$ cat src/rtl/bus_sched_pkg.sv
// Shared types, defaults and field helpers for the bus round-robin scheduler.
package bus_sched_pkg;

    typedef enum logic [1:0] {
        IDLE = 2'd0,
        POP  = 2'd1,
        PUSH = 2'd2
    } sched_state_t;

    localparam int         ID_W_DEF  = 8;
    localparam logic [7:0] BROD_DEF  = 8'hFF;
    localparam int         PKT_MAX_W = 64;
    localparam int         ID_MAX_W  = 16;

    // Packets arrive left-aligned in a PKT_MAX_W container so one helper serves any PCKG.
    function automatic logic [ID_MAX_W-1:0] dest_of(input logic [PKT_MAX_W-1:0] pkt);
        return pkt[PKT_MAX_W-1 -: ID_MAX_W];
    endfunction

endpackage

$ cat src/rtl/bus_rr_scheduler_arb.sv
// Combinational round-robin arbiter: rotate requests past the last winner,
// priority-encode the lowest set bit, then rotate the index back.
module rr_arbiter #(
    parameter  int N  = 4,
    localparam int IW = $clog2(N)
) (
    input  logic [N-1:0]  pndng,
    input  logic [IW-1:0] last,
    output logic [IW-1:0] gnt_idx,
    output logic          gnt_vld
);

    logic [IW:0]    start_s;
    logic [IW:0]    enc_s;
    logic [IW:0]    sum_s;
    logic [2*N-1:0] dbl_s;
    logic [N-1:0]   rot_s;

    // Search starts one past the last winner, wrapping at N
    always_comb begin
        start_s = {1'b0, last} + (IW+1)'(1);
        if (start_s == (IW+1)'(N)) begin
            start_s = '0;
        end else begin
            start_s = start_s;
        end
        dbl_s = {pndng, pndng} >> start_s;
        rot_s = dbl_s[N-1:0];
        enc_s = '0;
        for (int i = N - 1; i >= 0; i--) begin
            if (rot_s[i]) begin
                enc_s = (IW+1)'(i);
            end else begin
                enc_s = enc_s;
            end
        end
        sum_s = enc_s + start_s;
        if (sum_s >= (IW+1)'(N)) begin
            sum_s = sum_s - (IW+1)'(N);
        end else begin
            sum_s = sum_s;
        end
        gnt_idx = sum_s[IW-1:0];
        gnt_vld = |pndng;
    end

endmodule

$ cat src/rtl/bus_rr_scheduler.sv
// Round-robin packet-bus scheduler: grant, pop, decode destination, push.
// Broadcast delivery is compiled in only when BUS_BROADCAST_EN is defined.
module bus_rr_scheduler
    import bus_sched_pkg::*;
#(
    parameter int              DRIVERS = 4,
    parameter int              PCKG    = 16,
    parameter int              ID_W    = ID_W_DEF,
    parameter logic [ID_W-1:0] BROD    = ID_W'(BROD_DEF),
    localparam int             GW      = $clog2(DRIVERS)
) (
    input  logic                           clk,
    input  logic                           reset,
    input  logic [DRIVERS-1:0]             pndng,
    input  logic [DRIVERS-1:0][PCKG-1:0]   D_pop,
    output logic [DRIVERS-1:0]             pop,
    output logic [DRIVERS-1:0]             push,
    output logic [PCKG-1:0]                D_push,
    output logic                           bus_busy,
    output logic [GW-1:0]                  grant,
    output logic                           drop
);

    sched_state_t         state_q, state_d;
    logic [DRIVERS-1:0]   pop_q, pop_d, push_q, push_d;
    logic [PCKG-1:0]      dpush_q, dpush_d;
    logic                 busy_q, busy_d, drop_q, drop_d;
    logic [GW-1:0]        grant_q, grant_d, last_q, last_d;
    logic [GW-1:0]        arb_idx_s;
    logic                 arb_vld_s;
    logic [PCKG-1:0]      head_s;
    logic [PKT_MAX_W-1:0] head_al_s;
    logic [ID_W-1:0]      dest_s;
    logic [DRIVERS-1:0]   deliver_s;
    logic                 deliver_ok_s;

    rr_arbiter #(.N(DRIVERS)) u_arb (
        .pndng   (pndng),
        .last    (last_q),
        .gnt_idx (arb_idx_s),
        .gnt_vld (arb_vld_s)
    );

    // Decode the destination of the granted head word into a receiver mask
    always_comb begin
        head_s       = D_pop[grant_q];
        head_al_s    = PKT_MAX_W'(head_s) << (PKT_MAX_W - PCKG);
        dest_s       = ID_W'(dest_of(head_al_s) >> (ID_MAX_W - ID_W));
        deliver_s    = '0;
        deliver_ok_s = 1'b0;
        if (int'(dest_s) < DRIVERS) begin
            deliver_s    = DRIVERS'(1) << dest_s;
            deliver_ok_s = 1'b1;
        end
`ifdef BUS_BROADCAST_EN
        else if (dest_s == BROD) begin
            deliver_s    = ~(DRIVERS'(1) << grant_q);
            deliver_ok_s = 1'b1;
        end
`else
        else if (dest_s == BROD) begin
            deliver_s    = '0;
            deliver_ok_s = 1'b0;
        end
`endif
        else begin
            deliver_s    = '0;
            deliver_ok_s = 1'b0;
        end
    end

    // Next-state and next-output logic; strobes are computed one state ahead
    always_comb begin
        state_d = state_q;
        pop_d   = '0;
        push_d  = '0;
        drop_d  = 1'b0;
        grant_d = grant_q;
        last_d  = last_q;
        dpush_d = dpush_q;
        case (state_q)
            IDLE, PUSH: begin
                if (arb_vld_s) begin
                    grant_d = arb_idx_s;
                    pop_d   = DRIVERS'(1) << arb_idx_s;
                    state_d = POP;
                end else begin
                    state_d = IDLE;
                end
            end
            POP: begin
                if (pndng[grant_q]) begin
                    dpush_d = head_s;
                    last_d  = grant_q;
                    push_d  = deliver_s;
                    drop_d  = ~deliver_ok_s;
                    state_d = PUSH;
                end else begin
                    drop_d  = 1'b1;
                    state_d = IDLE;
                end
            end
            default: begin
                state_d = IDLE;
            end
        endcase
        busy_d = (state_d != IDLE);
    end

    // State and registered outputs; reset drops any packet in flight
    always_ff @(posedge clk or negedge reset) begin
        if (!reset) begin
            state_q <= IDLE;
            pop_q   <= '0;
            push_q  <= '0;
            dpush_q <= '0;
            busy_q  <= 1'b0;
            drop_q  <= 1'b0;
            grant_q <= '0;
            last_q  <= GW'(DRIVERS - 1);
        end else begin
            state_q <= state_d;
            pop_q   <= pop_d;
            push_q  <= push_d;
            dpush_q <= dpush_d;
            busy_q  <= busy_d;
            drop_q  <= drop_d;
            grant_q <= grant_d;
            last_q  <= last_d;
        end
    end

    assign pop      = pop_q;
    assign push     = push_q;
    assign D_push   = dpush_q;
    assign bus_busy = busy_q;
    assign grant    = grant_q;
    assign drop     = drop_q;

endmodule
$ cat config.mk
export PLATFORM = sky130hd
export DESIGN_NAME = bus_rr_scheduler
export DESIGN_NICKNAME = d
export VERILOG_FILES = /design/src/rtl/bus_sched_pkg.sv /design/src/rtl/bus_rr_scheduler_arb.sv /design/src/rtl/bus_rr_scheduler.sv
export SDC_FILE = /design/constraint.sdc
export NUM_CORES = 1
export LEC_CHECK = 0
export ABC_AREA = 1
export ABC_CLOCK_PERIOD_IN_PS = 3100
export CAP_MARGIN = 20
export CORE_UTILIZATION = 40
export DETAILED_ROUTE_END_ITERATION = 10
export PLACE_DENSITY = 0.83
export SYNTH_ARGS = -nofsm -noshare
export SYNTH_HDL_FRONTEND = slang
export SYNTH_SLANG_ARGS = --single-unit
$ cat constraint.sdc
create_clock -name clk -period 3.1 [get_ports clk]
set_clock_uncertainty 0.15 [all_clocks]
set_input_delay 0.62 -clock clk [delete_from_list [all_inputs] [get_ports clk]]
set_output_delay 0.62 -clock clk [all_outputs]
set_load 0.05 [all_outputs]
## Word-level counts from Yosys, hierarchy flattened

Cells that the tools add are included.

- $add $sub $neg: 3
- Order comparisons: 3
- Eq/ne operators: 3
- Shift operators: 3
- Mux-type cells: 21
- Bitwise logic cells: 1
- Reduce and logical (&&, ||, !) cells: 6

Operators with widths:

| cell | number |
|---|---|
| binary-select mux 16 bit (select 2 bit) | 1 |
| two-way mux 4 bit | 5 |
| two-way mux 16 bit | 1 |
| two-way mux 2 bit | 6 |
| < comparator 8 x 3 -> 1 bit, second input constant | 1 |
| left shift 1 x 8 -> 4 bit, first input constant | 1 |
| right shift 8 x 3 -> 4 bit | 1 |
| two-way mux 1 bit | 5 |
| one-hot mux 2 bit (2 select lines) | 1 |
| AND reduction 2 bit | 2 |
| OR reduction 4 bit | 1 |
| left shift 1 x 2 -> 4 bit, first input constant | 1 |
| adder 2 x 1 -> 3 bit, second input constant | 1 |
| adder 2 x 3 -> 3 bit | 1 |
| == test 3 bit, second input constant | 1 |
| greater-or-equal comparator 3 bit, second input constant | 1 |
| < comparator 2 x 3 -> 1 bit, second input constant | 1 |
| two-way mux 3 bit | 1 |
| binary-select mux 1 bit (select 2 bit) | 1 |
| == test 2 x 1 -> 1 bit, second input constant | 1 |
| == test 2 bit, second input constant | 1 |
| zero test 2 bit | 1 |
| nonzero test 2 bit | 1 |
| OR reduction 2 bit | 1 |
| 2 further kinds | 2 |

- Flip-flop bits (word level): 32
- Input bits: 70
- Output and inout port bits: 28
- Logic and storage cells: 48

## Logic depth before layout (Yosys ltp)

Gate-level depths: netlist of run 1.

- Depth after elaboration: 14
- Gate-level depth with buffers: 13
- Gate-level depth less buffers: 13

## Cells and area by module

From an unflattened synthesis of run 1, not the netlist that was laid out.

- Cell total of the unflattened synthesis: 272
- Area, all modules: 1925.6 sq um

Modules (own cells, without submodules):

| module | times used | cells each | area an instance (sq um) | sequential area each (sq um) |
|---|---|---|---|---|
| bus_rr_scheduler | 1 | 235 | 1744.2 | 803.3 |
| rr_arbiter | 1 | 37 | 181.4 | 0.0 |

## Least setup slack after synthesis of run 1

No wires, ideal clock.

- Path kind: register to register
- Start point: register last_q[0]
- End point: register pop_q[0], in the netlist pop[0]
- Library setup time: 0.072 ns
- Data arrival time: 1.973 ns
- Data required time: 2.878 ns
- Slack: 0.905 ns
- Cell stages (with the launch flop): 10
- Buffers on the path: 0
- Period minus slack after synthesis: 2.195 ns
- Cell sequence: dfstp_2 ha_1 inv_1 nand3_1 nand2_1 nand3_1 a21boi_0 ha_1 or2_2 nor2_1

- Word-level cells in the longest chain between the ends: 14
- Elaborated cells between the ends (all ways): 15
- Classes of those cells: 3 x add/sub; 1 x order compare; 1 x eq/ne; 2 x shift; 8 x mux

RTL lines:

| what | RTL line | source |
|---|---|---|
| start, declared | bus_rr_scheduler.sv:28 | `logic [GW-1:0] grant_q, grant_d, last_q, last_d;` |
| start signal, assigned | bus_rr_scheduler.sv:120 | `last_q <= GW'(DRIVERS - 1);` |
| start signal, assigned | bus_rr_scheduler.sv:129 | `last_q <= last_d;` |
| adder 2 x 1 -> 3 bit * | bus_rr_scheduler_arb.sv:21 | `start_s = {1'b0, last} + (IW+1)'(1);` |
| == test 3 bit | bus_rr_scheduler_arb.sv:22 | `if (start_s == (IW+1)'(N)) begin` |
| two-way mux 3 bit * | bus_rr_scheduler_arb.sv:22 |  |
| right shift 8 x 3 -> 4 bit | bus_rr_scheduler_arb.sv:27 | `dbl_s = {pndng, pndng} >> start_s;` |
| two-way mux 2 bit (4 in series) | bus_rr_scheduler_arb.sv:31 | `if (rot_s[i]) begin` |
| adder 2 x 3 -> 3 bit * | bus_rr_scheduler_arb.sv:37 | `sum_s = enc_s + start_s;` |
| greater-or-equal comparator 3 bit or subtractor 2 x 1 -> 2 bit (tied branches) | bus_rr_scheduler_arb.sv:38, bus_rr_scheduler_arb.sv:39 |  |
| two-way mux 2 bit * | bus_rr_scheduler_arb.sv:38 | `if (sum_s >= (IW+1)'(N)) begin` |
| via arb_idx_s[0] | bus_rr_scheduler.sv:29 | `logic [GW-1:0] arb_idx_s;` |
| left shift 1 x 2 -> 4 bit * | bus_rr_scheduler.sv:85 | `pop_d = DRIVERS'(1) << arb_idx_s;` |
| two-way mux 4 bit * | bus_rr_scheduler.sv:83 | `if (arb_vld_s) begin` |
| two-way mux 4 bit * | bus_rr_scheduler.sv:81 | `case (state_q)` |
| via pop_d[0] | bus_rr_scheduler.sv:25 | `logic [DRIVERS-1:0] pop_q, pop_d, push_q, push_d;` |
| end signal, assigned | bus_rr_scheduler.sv:123 | `pop_q <= pop_d;` |
| end, declared | bus_rr_scheduler.sv:25 |  |

Mark *: on every way through the listed nets, which the timed path passes. The rest lies on a longest branch.
A chain may end at the register's enable or synchronous reset.

## Final worst setup path of run 1

- Start point: register last_q[0]
- End point: register pop_q[2], in the netlist pop[2]

- Word-level cells in the longest chain between the ends: 14
- Elaborated cells between the ends (all ways): 15
- Classes of those cells: 3 x add/sub; 1 x order compare; 1 x eq/ne; 2 x shift; 8 x mux

RTL lines:

| what | RTL line |
|---|---|
| adder 2 x 1 -> 3 bit * | bus_rr_scheduler_arb.sv:21 |
| == test 3 bit | bus_rr_scheduler_arb.sv:22 |
| two-way mux 3 bit * | bus_rr_scheduler_arb.sv:22 |
| right shift 8 x 3 -> 4 bit | bus_rr_scheduler_arb.sv:27 |
| two-way mux 2 bit (4 in series) | bus_rr_scheduler_arb.sv:31 |
| adder 2 x 3 -> 3 bit * | bus_rr_scheduler_arb.sv:37 |
| greater-or-equal comparator 3 bit or subtractor 2 x 1 -> 2 bit (tied branches) | bus_rr_scheduler_arb.sv:38, bus_rr_scheduler_arb.sv:39 |
| two-way mux 2 bit * | bus_rr_scheduler_arb.sv:38 |
| left shift 1 x 2 -> 4 bit * | bus_rr_scheduler.sv:85 |
| two-way mux 4 bit * | bus_rr_scheduler.sv:83 |
| two-way mux 4 bit * | bus_rr_scheduler.sv:81 |
| via pop_d[2] | bus_rr_scheduler.sv:25 |

Marked as above.

==> results.yml, run 1 <==
routing:
  vias_per_cell: 4.89
  drc: 3
  postRouteAntennaNets: 0
  dr.pass1.iters: 9
  vias: 2026
  wl_mm: 5.03
  drt-initial-drc-count: 123
  detail_route.wl_per_cell_um: 12.2
place:
  dp_hpwl_mm: 3.84
  gp_congestion: 0.784
  post_dp_cell_area_um2: 2860
  io_buffers: 97
timing:
  tns_ps: 0
  timing_hold_violations_final: 0
  setup_violations: 0
  maxSlewHeadroom_pct: 55.1
  drv_slew: 0
  fin_crit_sh_pct: 78.6
  max_freq_mhz: 410
  tightest_slew_ps: 674
  rsz0062_at_grt: "false"
  period_needed_ps: 2440
outcome:
  violations: "DRC"
  outcome: "complete, but fails checks"
clock_tree:
  clock_path_buffers: 2
  h-tree-depth: 2
  clk_pin_slew_ps: 70
  clock-sinks: 32
  ctsHoldBuffers: 0
  cts_resized: 0
  cts_setup_buffers: 0
  cts_made_buffers: 5
  insertion_delay_ps: 290
  clock-root-buffer: "clkbuf_8"
  cts_tree: "built"
synth:
  yosysUniqueCellTypes: 29
  ys_seq_elements: 32
  yosysSeqAreaShare_pct: 42.0
  syn-num-nets: 340
  synthesis.area_um2: 1910
  yosys_warnings: 0
  synthCells: 268
  avgSynthCellArea_um2: 7.13
worst_setup_path:
  cp_slowest_cell: "dfstp_2"
  cp_max_fo: 8
  crit_chain: "ha_1, inv_1, nand3_1, nand2_1, nand3_1, a21boi_0, ha_1, xnor2_1, nand3_1, nand2_1, inv_1, nor2_1"
  crit_top_cell: "nand3_1"
  critPathArrivalTime_ps: 2500
  reg2reg_depth: 12
  worst_setup_path_start_kind: "flop"
  critPathRequiredTime_ps: 3160
  crit_path_max_incr_delay_ps: 610
  worstSetupPathType: "reg -> reg"
  cp-end-kind: "flop"
layout:
  diodes: 0
  nets: 433
  finish.instance_area_um2: 2950
  syn_to_final_growth_pct: 54.3
  fill_cells: 415
  final_layout_size_suffix_gt1_share_pct: 7.46
die:
  fp.dieW_um: 71.1
  core_um2: 4470
  rows: 24
  die_h_um: 71.1
  initial_core_util_pct: 42.7
  io_pins: 98
  dieArea_um2: 5060
grt:
  antenna_found_initial: 0
  grt_start_max_net_pins: 37
  grt_pass1_wl_mm: 8.22
  first_global_vias: 1851
  grt_overflow: 0
  grt_usage_pct: 21.1
power:
  p_comb_share_pct: 66.9
  seqPwrFrac_pct: 23.0
  power_switching_share_pct: 52.9
  p_clk_share_pct: 10.1
  power_switching_mw: 1.64
  cellPowerDensity_nw_per_um2: 1050
  irDropWorstVdd_mv: 0.443
  cell_internal_pwr_mw: 1.46
  leakage_nw: 1.36
hold_path:
  min_path_cells: 2
  min_path_type: "reg -> reg"
run:
  max_cap_viol_count: 0
## cells in the final DEF, fill, tap and decap left out, drive strengths merged, types with 4 or more instances in the layout
cell,n
inv,14
clkinv,4
nand2,96
buf,4
o22ai,9
dfrtp,30
nor2,38
clkdlybuf4s50,96
o21ai,32
nand3,22
clkbuf,5
## cells in the mapped netlist
master	number	share of area, %
nand2_1	93	18
nor2_1	37	7.3
dfrtp_1	30	39
o21ai_0	30	7.9
nand3_1	21	5.5
inv_1	9	1.8
o22ai_1	9	2.9
buf_6	5	2.9
buf_2	4	1.0
buf_4	3	1.2
nand2_2	3	0.98
clkbuf_1	2	0.39
dfstp_2	2	2.7
ha_1	2	1.3
inv_2	2	0.39
inv_4	2	0.65
o21ai_1	2	0.52
a21boi_0	1	0.39
and2_4	1	0.46
clkinv_1	1	0.20
inv_6	1	0.46
nand3_2	1	0.52
nand3b_1	1	0.39
nand4_1	1	0.33
nor2_2	1	0.33
o211ai_2	1	0.65
o22a_1	1	0.46
or2_2	1	0.33
xnor2_1	1	0.46
## path summary, 6_finish.rpt
check                      startpoint        end  slack [ps]
max in group asynchronous       reset  last_q[0]        1900
max                         last_q[0]     pop[2]         660
max reg2reg                 last_q[0]     pop[2]         660
min                         D_push[4]  D_push[4]         330
min in group asynchronous       reset  D_push[3]         570
min reg2reg                 D_push[4]  D_push[4]         330
## cell type report
cell class / count / area, um^2 / share of cell area [%]
Sequential cell: 32 / 803 / 27.2
Timing Repair Buffer: 100 / 991 / 33.6
Tap cell: 52 / 65.1 / 2.21
Clock buffer: 5 / 68.8 / 2.33
Inverter: 15 / 66.3 / 2.25
Multi-Input combinational cell: 207 / 936 / 31.7
Clock inverter: 3 / 18.8 / 0.636
## flip-flops by register name (all words and copies together), names as in the netlist
name / flops
pop: 4
D_push: 16
push: 4
bus_busy: 1
state_q: 2
last_q: 2
drop: 1
grant: 2
## power by group through the flow
stage	clock network (mW)	logic [mW]	registers, mW
after floorplan	0	1.12	1.15
after global placement	0	2.05	0.719
after detailed placement	0	2.09	0.722
after CTS	0.318	2.10	0.716
after global routing	0.339	2.29	0.737
final	0.313	2.08	0.715
## through the flow
stage	power, mW	hold slack [ps]	std cells	setup WS, ps	utilization (%)
floorplan	2.27	174	268	905	-
global placement	2.77	312	406	623	64.0
CTS	3.13	332	414	675	65.9
global route	3.37	355	414	453	65.9
finish	3.11	329	414	663	65.9
detailed placement	2.81	314	406	549	64.0
## worst max-delay path, delay by kind of cell (launching register included)
kind	cells	cell delay [ps]
buf+inv	2	210
simple gates	6	560
fa+ha+maj	2	520
xor+xnor	1	140
flops	1	610
compound gates	1	170
## cell families after synthesis
group / count (synthesis) / share of synthesized area (%)
AOI/OAI and AO/OA: 44 / 12.8
xor gates and xnor gates: 1 / 0.458
adders and majority gates: 2 / 1.31
buffers and inverters: 29 / 9.03
DFF: 32 / 42.0
and+or+nand+nor: 160 / 34.4
## routing by layer
metal	part of all wire, %	wire length [um]	GRT usage (%)
met1	43	2180	25.1
met2	50	2500	37.2
met3	5.1	256	4.84
met4	2.0	99	7.56
met5	0	0	0
Note: power is estimated with default switching activity, not from simulation.
==> run 2, diff against run 1 <==
Settings changed: ABC_CLOCK_PERIOD_IN_PS 3100 to 2280.
Clock period 3.1 ns to 2.28 ns, I/O delays scaled along.
==> results.yml, run 2 (synthesized netlist as in run 1, its figures left out) <==
power:
  cell_internal_pwr_mw: 2.17
  power_switching_mw: 2.34
  p_comb_share_pct: 69.9
  irDropWorstVdd_mv: 0.622
  leakage_nw: 1.41
  seqPwrFrac_pct: 21.5
  power_switching_share_pct: 51.9
  p_clk_share_pct: 8.6
  cellPowerDensity_nw_per_um2: 1470
die:
  core_um2: 4470
  dieArea_um2: 5060
  die_h_um: 71.1
  initial_core_util_pct: 42.7
  fp.dieW_um: 71.1
  io_pins: 98
  rows: 24
layout:
  syn_to_final_growth_pct: 60.5
  diodes: 0
  final_layout_size_suffix_gt1_share_pct: 11.7
  largest_reg_flops: 16
  nets: 440
  finalCoreUtilization_pct: 68.6
  finish.instance_area_um2: 3070
  mostFrequentLayoutCell: "clkdlybuf4s50_1"
  final_cell_mix: "95 x clkdlybuf4s50_1, 90 x nand2_1, 37 x nor2_1, 30 x dfrtp_1, 30 x o21ai_0"
  finalNonFillerCells: 420
routing:
  wl_met2_mm: 2.62
  highest_layer: "met4"
  detail_route.wl_per_cell_um: 12.3
  dr.pass1.iters: 7
  postRouteAntennaNets: 0
  drc: 4
  drt-initial-drc-count: 104
  vias_per_cell: 4.93
  met1_length_mm: 2.20
  wl_mm: 5.17
  vias: 2070
  met3_length_um: 272
clock_tree:
  ctsHoldBuffers: 0
  cts_made_buffers: 5
  cts_tree: "built"
  insertion_delay_ps: 270
  h-tree-depth: 2
  clk_pin_slew_ps: 60
  clock-sinks: 32
  clock-root-buffer: "clkbuf_8"
  clock_path_buffers: 2
timing:
  whs_ps: 333
  tightest_slew_ps: 534
  timing_hold_violations_final: 0
  maxSlewHeadroom_pct: 64.3
  max_freq_mhz: 454
  setup_violations: 0
  fin_crit_sh_pct: 96.5
  drv_slew: 0
  period_needed_ps: 2200
place:
  io_buffers: 97
  post_dp_cell_area_um2: 2930
  dp.cells: 412
  dp_hpwl_mm: 3.95
  gp_congestion: 0.777
grt:
  antenna_found_initial: 0
  first_global_vias: 1939
  grt_usage_pct: 22.0
  grt_overflow: 0
  grt_start_max_net_pins: 37
  grt_pass1_wl_mm: 8.71
worst_setup_path:
  cp_slowest_cell: "dfstp_2"
  crit_chain: "ha_4, inv_4, nand3_4, nand2_2, nand3_2, a21boi_1, ha_2, xnor2_2, nand3_1, nand2_2, inv_2, nor2_1"
  crit_path_max_incr_delay_ps: 560
  crit_top_cell: "nand2_2"
  worst_setup_path_start_kind: "flop"
  critPathRequiredTime_ps: 2330
  cp-end-kind: "flop"
  critPathArrivalTime_ps: 2250
  worstSetupPathType: "reg -> reg"
  cp_max_fo: 6
  reg2reg_depth: 12
outcome:
  violations: "DRC"
  outcome: "complete, but fails checks"
hold_path:
  min_path_type: "reg -> reg"
  min_path_cells: 2
run:
  max_cap_viol_count: 0
[run 2: cell count changes in the layout (fill, tap and decap cells not counted), moves of 2 or more]
cell     change
nand2_2      +3
nand2_1      -3
buf_4        +5
ha_1         -2
nand3_1      -2
buf_12       +2
inv_1        -2
[run 2: final timing paths]
| path | slack (ps) | to | startpoint |
|---|---|---|---|
| max | 80 | pop[2] | last_q[1] |
| min | 330 | D_push[6] | D_push[6] |
| max reg2reg | 80 | pop[2] | last_q[1] |
| min reg2reg | 330 | D_push[6] | D_push[6] |
| max in group asynchronous | 1230 | last_q[0] | reset |
| min in group asynchronous | 430 | D_push[8] | reset |
[run 2: metal layers]
layer	track usage [%]	up-vias
li1	-	1064
met1	27.2	928
met2	38.1	72
met3	4.27	6
met4	8.00	0
met5	0	-
[run 2: through the flow]
stage                     TNS [ps]  setup slack [ps]  power (mW)
final                            0              78.9        4.51
after global routing         -19.2             -9.96        4.88
after CTS                        0              21.1        4.32
after detailed placement      -594              -142        3.92
after global placement       -63.1             -17.3        3.83
after floorplan                  0              85.0        3.09
[run 2: area by class of cell]
type	instances	area, um^2
Fill cell	385	1410
Timing Repair Buffer	107	1070
Multi-Input combinational cell	207	983
Sequential cell	32	803
Clock buffer	6	72.6
Inverter	15	68.8
Tap cell	52	65.1
Clock inverter	1	5.00
[run 2: what timing repair did]
item                       in CTS  in global routing
setup endpoints to repair       5                  6
gates resized for setup         4                 11
pin swaps                       0                  8
setup buffers                   0                  1
[run 2: critical path: cells and delay by family, from the launching register on]
kind	cells	cell delay, ps
buffers and inverters	2	120
AOI/OAI and AO/OA	1	160
adders and majority gates	2	450
and+or+nand+nor	6	550
DFF	1	560
xor gates and xnor gates	1	130
[run 2: power groups by stage]
stage               sequential, mW  clock (mW)  combinational [mW]
floorplan                     1.57           0                1.52
finish                       0.970       0.387                3.15
CTS                          0.959       0.399                2.97
global placement             0.967           0                2.87
global route                 0.996       0.428                3.46
detailed placement           0.966           0                2.95
